`config.mk`:
```
export PLATFORM = sky130hd
export DESIGN_NAME = macrocell_ff
export DESIGN_NICKNAME = d
export VERILOG_FILES = /design/src/rtl/macrocell_ff.sv
export SDC_FILE = /design/constraint.sdc
export NUM_CORES = 1
export LEC_CHECK = 0
export CORE_AREA = 3 3 40 42
export DETAILED_ROUTE_END_ITERATION = 10
export DIE_AREA = 0 0 43 45
export GPL_ROUTABILITY_DRIVEN = 0
export HOLD_SLACK_MARGIN = 0.1
export SYNTH_ARGS = -nofsm -noshare
export SYNTH_HDL_FRONTEND = slang
export SYNTH_SLANG_ARGS = --single-unit
```
`constraint.sdc`:
```
create_clock -name gclk -period 3.3 [get_ports gclk]
set_clock_uncertainty 0.1 [all_clocks]
set_input_delay 0.33 -clock gclk [delete_from_list [all_inputs] [get_ports gclk]]
set_output_delay 0.33 -clock gclk [all_outputs]
set_load 0.01 [all_outputs]
```
`src/rtl/macrocell_ff.sv`:
```
// macrocell_ff
// Storage element of one CPLD macrocell, evaluated once per simulator tick
// (gclk). Supports D flip-flop, T flip-flop, transparent latch and
// combinational bypass. The macrocell clock ffclk_v is an ordinary sampled
// signal; its rising edges are detected against the previous gclk sample.
//
// Ports
//   gclk        simulator tick, all registers update on its rising edge
//   rst         asynchronous active-high global reset
//   ff_mode     00 D, 01 T, 10 latch, 11 bypass
//   ffen_v      clock enable from the pt4 routing stage
//   ffclk_v     flip-flop clock from the pt4 routing stage
//   d_v         sum-term data (T input in T mode)
//   ar_v        async-reset product term (sampled on gclk), beats ap_v
//   ap_v        async-preset product term (sampled on gclk)
//   q_v         macrocell output: stored bit, or d_v in bypass mode
//   fb_v        feedback to the interconnect, always the stored bit
//   clk_edge_v  one-tick pulse after a qualified ffclk_v rising edge
module macrocell_ff #(
  parameter logic INIT = 1'b0
) (
  input  logic       gclk,
  input  logic       rst,
  input  logic [1:0] ff_mode,
  input  logic       ffen_v,
  input  logic       ffclk_v,
  input  logic       d_v,
  input  logic       ar_v,
  input  logic       ap_v,
  output logic       q_v,
  output logic       fb_v,
  output logic       clk_edge_v
);

  localparam logic [1:0] MODE_D     = 2'b00;
  localparam logic [1:0] MODE_T     = 2'b01;
  localparam logic [1:0] MODE_LATCH = 2'b10;
  localparam logic [1:0] MODE_BYP   = 2'b11;

  logic ffclk_prev_q;
  logic qreg_q, qreg_d;
  logic edge_q, edge_d;

  logic rise;
  logic fire;

  assign rise = ffclk_v & ~ffclk_prev_q;
  assign fire = rise & ffen_v;

  always_comb begin
    qreg_d = qreg_q;
    // Preset/reset terms override any coincident capture; reset beats preset.
    if (ar_v) begin
      qreg_d = 1'b0;
    end else if (ap_v) begin
      qreg_d = 1'b1;
    end else begin
      unique case (ff_mode)
        MODE_D: begin
          if (fire) qreg_d = d_v;
        end
        MODE_T: begin
          if (fire && d_v) qreg_d = ~qreg_q;
        end
        MODE_LATCH: begin
          // Level-sensitive: transparent while clock and enable are both high.
          if (ffclk_v && ffen_v) qreg_d = d_v;
        end
        MODE_BYP: begin
          qreg_d = qreg_q;
        end
        default: begin
          qreg_d = qreg_q;
        end
      endcase
    end
  end

  assign edge_d = fire & ~ar_v & ~ap_v;

  // ffclk_prev resets high so a clock already high at reset release is not
  // mistaken for an edge.
  always_ff @(posedge gclk or posedge rst) begin
    if (rst) begin
      ffclk_prev_q <= 1'b1;
      qreg_q       <= INIT;
      edge_q       <= 1'b0;
    end else begin
      ffclk_prev_q <= ffclk_v;
      qreg_q       <= qreg_d;
      edge_q       <= edge_d;
    end
  end

  assign q_v        = (ff_mode == MODE_BYP) ? d_v : qreg_q;
  assign fb_v       = qreg_q;
  assign clk_edge_v = edge_q;

endmodule

```
# [Word-level counts from Yosys, hierarchy flattened]
# Cells that the tools add are included.
[word_totals] register_bits=3 in_bits=9 wordCells=29 out_inout_bits=3
[op_classes] mux=7 eq_ne=7 bitwise=8 n_reduce_logical=4
[op_table] operator="$ne 4x4->1 const B" n=3
[op_table] operator="$mux 1" n=6
[op_table] operator="$and 1x1->1" n=4
[op_table] operator="$eq 2x2->1 const B" n=2
[op_table] operator="$not 1->1" n=4
[op_table] operator="$reduce_and 4->1" n=1
[op_table] operator="$ne 3x3->1 const B" n=1
[op_table] operator="$pmux 1 s3" n=1
[op_table] operator="$eq 2x1->1 const B" n=1
[op_table] operator="$logic_and 1x1->1" n=2
[op_table] operator="$logic_not 2->1" n=1

# [Logic depth before layout (Yosys ltp)]
# Gate-level depths: netlist of run 1.
[logic_depth] word_depth=8 ltp_mapped=3 depth_no_buf=3

# [Worst setup path after synthesis of run 1]
# Ideal clock, no wire load.
[synth_path] path_kind="in2reg" from="input port ff_mode[0]" to="register qreg_q, in the netlist fb_v" path_stages=3 setup_time_ns=0.143 required_time_ns=3.057 setup_slack_ns=1.961 n_path_buf=0 t_arrival_ns=1.095 cell_sequence="or2_2 -> a2111oi_0 -> a2111oi_1"
[synth_via] elab_chain_cells=4 elab_cells_between_ends=12 classes_between="eq/ne: 7; mux: 3; reduce/logical: 2"
[synth_lines] item="start, declared" line_no="24" rtl="input logic [1:0] ff_mode,"
[synth_lines] item="$eq 2x2->1, or another cell as far along" line_no="58" rtl="unique case (ff_mode)"
[synth_lines] item="$pmux 1 s3" line_no="58"
[synth_lines] item="$mux 1" line_no="55" rtl="end else if (ap_v) begin"
[synth_lines] item="$mux 1" line_no="53" rtl="if (ar_v) begin"
[synth_lines] item="end signal, assigned" line_no="90" rtl="qreg_q <= qreg_d;"
[synth_lines] item="end, declared" line_no="41" rtl="logic qreg_q, qreg_d;"
# Parallel ways exist; a longest one is shown, timed or not.
# A chain may end at the register's enable or synchronous reset.

# [Worst setup path after layout of run 1]
[layout_path] from="input port ff_mode[0]" to="output port q_v"
[layout_via] elab_chain_cells=2
[layout_lines] item="$eq 2x2->1" line_no="95" rtl="assign q_v = (ff_mode == MODE_BYP) ? d_v : qreg_q;"
[layout_lines] item="$mux 1" line_no="95"
[layout_lines] item="end, declared" line_no="30" rtl="output logic q_v,"
# Every way passes these cells.

==> run summary, run 1 <==
PnR worst setup slack: 1.068 ns
Layout Nets: 42
Worst Path Required: 2.87 ns
Worst setup path class: in2out
First drt pass iteration count: 2
Status: completed
Worst skew pair latency: 0.24 ns
Critical Path Sink: q_v
Post-Route Setup TNS: 0 ns
Clk buf depth: 2
Fmax: 448.1 MHz
Clk pwr share: 0.497
Antenna violations before repair: 0
Post-route ant nets: 0
Chip Height: 45 um
Max Cap Violations: 0
Worst reg2reg path depth: 3
CTS tree: yes
Leakage dissipation: 0.1287 nW
Critical Path Fanout Max: 3
Final hold slack: 0.1622 ns
Die Width: 43 um
CTS clock-pin slew for the worst setup and hold paths: 0.04 ns
Post-synthesis register bit count: 3
Synthesized Nets: 26
Vias in the first global route: 185
VDD IR-drop max: 0.1354 mV
P_sw: 0.03063 mW
Pint: 0.1018 mW
Vias: 188
Layout cells sized above 1: 0.1875
CP Cell Sequence: clkdlybuf4s50_1 > and2_1 > mux2_2 > clkdlybuf4s50_1
P per Cell Area: 411.7 nW/um^2
Routed wire length: 441 um
FP Rows: 13
Arrival time worst endpoint: 1.80 ns
Drt wl/cell: 9.383 um
CTS Sinks: 3
Number of setup buffers added after CTS: 0
DR vias/cell: 4.000
ANT cells: 0
Sw frac: 0.2314
Drc violations: 0
Total global routing track utilization: 0.06349
Syn_area_per_cell: 9.789 sq um
First-pass GRT wire length: 731 um
Port buffer count: 11
Boundary pin count: 12
Sequential share of the synthesized area: 0.4586
Synthesis warning total: 0
Max-slew violations: 0
Dpl hpwl: 329.9 um
# H-tree levels: 1
Initial detailed-routing violation count: 1
R2R Path End: fb_v$_DFFE_PP0P_
Most common cell after layout, fill and taps aside: clkdlybuf4s50_1
Largest net degree at the start of global routing: 6
RSZ-0062 raised after global routing: no
Most area-consuming cells after synthesis: dfrtp_1 30%, dfstp_2 16%, mux2_2 6.8%
Final setup violation count: 0
CP endpoint kind: output port
Comb pwr share: 0.193
CP dominant cell by count: clkdlybuf4s50_1
Core region area: 1285 sq um
Total grt overflow: 0
Area growth syn-to-layout: 93.23%
Synth unique cells: 15
Rel. slew slack: 0.7568
Tmin final: 2.232 ns
Post-Syn Area: 166.4 sq um
Period utilisation layout: 0.6763
Number of hold violations in the final report: 0
Crit path largest cell delay: 0.48 ns
Top-area cell type share of the netlist area: 0.3008
Cts repair resizes: 0
Cts hold-fix bufs: 0
Worst-Margin Slew: 0.3556 ns
Reg2reg setup slack: 1.98 ns
Power share of the sequential group: 0.310
CP max-delay cell: clkdlybuf4s50_1
Worst hold path class: in2async
Most frequent cells in the layout: 11 x clkdlybuf4s50_1, 3 x clkbuf_4, 2 x inv_1, 2 x dfrtp_1
Inserted Clock Buffers: 3
Crit path launch type: input port
Root Buffer: clkbuf_4
Die ar.: 1935 sq um
Worst setup path start: ff_mode[0]
Setup WS pre-CTS: 1.064 ns
Reg2reg start: ffclk_prev_q$_DFF_PP1_
Yosys top cell by area: dfrtp_1
Starting Density: 0.1295
Post-Synthesis Cells: 17
[synthesized netlist by cell type (all sizes together)]
master   count
a2111oi      2
and2         1
and2b        1
dfrtp        2
dfstp        1
inv          2
mux2         1
nand2        1
nand3        1
nor2         1
nor3         1
nor4         1
o31a         1
or2          1
[per-layer routing]
metal / GRT usage / wire [um] / part of all wire
met1: 0.04866 / 141 / 0.32
met4: 0.09036 / 31 / 0.070
met5: 0 / 0 / 0
met2: 0.07186 / 192 / 0.44
met3: 0.06773 / 75 / 0.17
[registers in the layout, indices dropped and copies added (netlist names)]
signal,flops
clk_edge_v,1
fb_v,1
ffclk_prev_q,1
[power by group through the flow]
stage	registers, mW	clock network (mW)	logic (mW)
3_3_place_gp	0.0416	0	0.0258
6_report	0.0410	0.0658	0.0255
4_1_cts	0.0411	0.0713	0.0259
2_1_floorplan	0.0418	0	0.00828
5_1_grt	0.0413	0.0764	0.0278
3_5_place_dp	0.0415	0	0.0257
[cell type report]
type | count | area (sq um)
inverter | 2 | 7.507
sequential | 3 | 76.32
tap | 15 | 18.77
clock buffer | 4 | 26.28
timing repair buffer | 11 | 110.1
multi-input combinational | 12 | 82.58
fill | 151 | 963.4
[stage by stage]
| stage | area [sq um] | util | std cells | power (mW) |
|---|---|---|---|---|
| finish | 321.6 | 0.2502 | 47 | 0.1324 |
| CTS | 321.6 | 0.2502 | 47 | 0.1383 |
| global placement | 295.3 | 0.2298 | 43 | 0.06733 |
| floorplan | 166.4 | - | 17 | 0.05005 |
| global route | 321.6 | 0.2502 | 47 | 0.1456 |
| detailed placement | 295.3 | 0.2298 | 43 | 0.06718 |
[worst max-delay path: cells and delay by family]
kind,cells,cell delay [ns]
mux,1,0.34
buf+inv,2,0.96
simple gates,1,0.17
[cells by family (layout without fill, tap and decap cells)]
family                 count (synthesis)  after routing  synth area share
and+or+nand+nor                        8              8            0.2631
AOI/OAI and AO/OA                      3              3            0.1654
DFF                                    3              3            0.4587
buffers and inverters                  2             17           0.04513
muxes                                  1              1           0.06766
[how the worst min path moves through the flow]
stage | from | end | slack [ns] | cells past startpoint
final | rst | clk_edge_v$_DFF_PP0_ | 0.16 | 2
after global routing | rst | fb_v$_DFFE_PP0P_ | 0.17 | 2
after CTS | rst | clk_edge_v$_DFF_PP0_ | 0.16 | 2
after detailed placement | rst | fb_v$_DFFE_PP0P_ | 0.41 | 2
after global placement | rst | clk_edge_v$_DFF_PP0_ | 0.41 | 2
after floorplan | rst | clk_edge_v$_DFF_PP0_ | -0.02 | 1
Note: power is estimated with default switching activity, not from simulation.
==> run 2, diff against run 1 <==
Clock period 3.3 ns to 2 ns, I/O delays scaled along.
==> run 2 against run 1 <==
  * Sequential share of layout area down 1.2 points
  * Die area is the same
  * Largest cell class unchanged
  * Global-route usage fell by 0.17 points
  * Cell count grew 4.3%
  * Critical path type unchanged
==> run summary, run 2 (same netlist as run 1, synthesis figures left out) <==
Fin area: 339.1 sq um (+5.4%)
Worst setup path class: in2out
First-pass GRT wire length: 779 um (+6.6%)
FP Rows: 13 (unchanged)
P per Cell Area: 647.8 nW/um^2 (+57%)
Rel. slew slack: 0.7706 (+0.01377)
ANT cells: 0 (unchanged)
Antenna violations before repair: 0 (unchanged)
Vias: 202 (+7.4%)
CP Cell Sequence: clkdlybuf4s50_1 > and2_1 > mux2_2 > clkdlybuf4s50_1
Final setup violation count: 0 (unchanged)
VDD IR-drop max: 0.3230 mV (+140%)
Worst Hold Endpoint: ffclk_prev_q$_DFF_PP1_
Fmax: 510.6 MHz
Drc violations: 0 (unchanged)
Worst hold path class: in2reg
Max-slew violations: 0 (unchanged)
Overall Power: 0.2197 mW (+66%)
RSZ-0062 raised after global routing: no
Inserted Clock Buffers: 3 (unchanged)
Worst-Margin Slew: 0.3355 ns (-0.02014 ns)
Worst skew pair latency: 0.23 ns (about the same)
Arrival time worst endpoint: 1.66 ns (-0.14 ns)
Most common cell after layout, fill and taps aside: clkdlybuf4s50_1
Leakage dissipation: 0.1380 nW (+7.2%)
CP endpoint kind: output port
Reg2reg setup slack: 0.67 ns (-1.31 ns)
Layout Nets: 44 (+4.8%)
Initial detailed-routing violation count: 1 (unchanged)
Port buffer count: 11 (unchanged)
Status: completed
Post-route ant nets: 0 (unchanged)
Hold path start: ffclk_v
Number of hold violations in the final report: 0 (unchanged)
Period utilisation layout: 0.9792
Post-Route Setup TNS: 0 ns (unchanged)
Core region area: 1285 sq um (unchanged)
R2R Path End: fb_v$_DFFE_PP0P_
Starting Density: 0.1295 (unchanged)
Area growth syn-to-layout: 103.8%
CP dominant cell by count: clkdlybuf4s50_1
Worst reg2reg path depth: 3 (unchanged)
CP max-delay cell: clkdlybuf4s50_1
CTS Sinks: 3 (unchanged)
First drt pass iteration count: 2 (unchanged)
CTS clock-pin slew for the worst setup and hold paths: 0.04 ns (about the same)
Reg2reg start: ffclk_prev_q$_DFF_PP1_
Die Width: 43 um (unchanged)
Routed wire length: 460 um (+4.3%)
CTS tree: yes
# H-tree levels: 1 (unchanged)
Chip Height: 45 um (unchanged)
Critical Path Fanout Max: 3 (unchanged)
Cts repair resizes: 0 (unchanged)
Boundary pin count: 12 (unchanged)
Total global routing track utilization: 0.06182 (-0.001671)
Total grt overflow: 0 (unchanged)
Largest net degree at the start of global routing: 6 (unchanged)
Post-Place Cell Area: 302.8 sq um (+2.5%)
Drt wl/cell: 9.388 um (about the same)
DR vias/cell: 4.122 (+3.1%)
Root Buffer: clkbuf_4
Tmin final: 1.958 ns
Worst hold stages: 1
Layout cells sized above 1: 0.2059 (+0.01838)
Most frequent cells in the layout: 11 x clkdlybuf4s50_1, 3 x clkbuf_4, 2 x inv_1, 2 x dfrtp_1
Clk buf depth: 2 (unchanged)
Worst Path Required: 1.70 ns (-1.17 ns)
Vias in the first global route: 210 (+14%)
Crit path launch type: input port
Max Cap Violations: 0 (unchanged)
Die ar.: 1935 sq um (unchanged)
Crit path largest cell delay: 0.49 ns (about the same)
Final hold slack: 0.3013 ns (+0.1391 ns)
Fin util: 0.2639 (+0.01363)
[run 2: changes by cell type in the layout (fill, tap and decap cells not counted), sizes merged]
cell	before	now
buf	0	1
dlygate4sd3	0	1
[run 2: layout make-up]
cell class,count,area [sq um]
fillers,151,945.9
multi-input cells,12,82.58
inverters,2,7.507
repair buffers,13,127.6
well taps,15,18.77
flip-flops and latches,3,76.32
clock buffers,4,26.28
[run 2: how the worst max path moves through the flow]
stage / startpoint / endpoint / slack [ns] / depth (start not counted)
2_1_floorplan: ffclk_prev_q$_DFF_PP1_ / fb_v$_DFFE_PP0P_ / 0.74 / 3
6_report: ff_mode[0] / q_v / 0.04 / 4
3_3_place_gp: ff_mode[1] / q_v / 0.06 / 4
4_1_cts: ff_mode[0] / q_v / 0.03 / 4
5_1_grt: ff_mode[0] / q_v / 0.007 / 4
3_5_place_dp: ff_mode[0] / q_v / 0.03 / 4
[run 2: timing repair]
item,in CTS,in global routing
setup buffers,0,0
hold buffers,1,0
hold endpoints to repair,2,0
[run 2: critical path, delay by kind of cell]
kind	cells	cell delay [ns]
buffers and inverters	2	0.97
and+or+nand+nor	1	0.16
muxes	1	0.33
[run 2: layer usage]
layer / vias to the layer above / GRT usage / share of wire
li1: 95 / - / -
met1: 95 / 0.05353 / 0.35
met2: 10 / 0.08982 / 0.49
met3: 2 / 0.06375 / 0.13
met4: 0 / 0.03614 / 0.026
met5: - / 0 / 0
[run 2: stage by stage]
step                      cells  worst slack (ns)
after floorplan              17            0.7429
after global placement       44           0.06231
after detailed placement     44           0.03222
after CTS                    49           0.02729
after global routing         49          0.006989
final                        49           0.04152
[run 2: power by group]
group,total (mW),switching (mW),internal [mW]
Combinational,0.0452,0.0147,0.0305
Sequential,0.0677,0.00277,0.0650
Clock,0.107,0.0319,0.0748
Total,0.220,0.0494,0.170
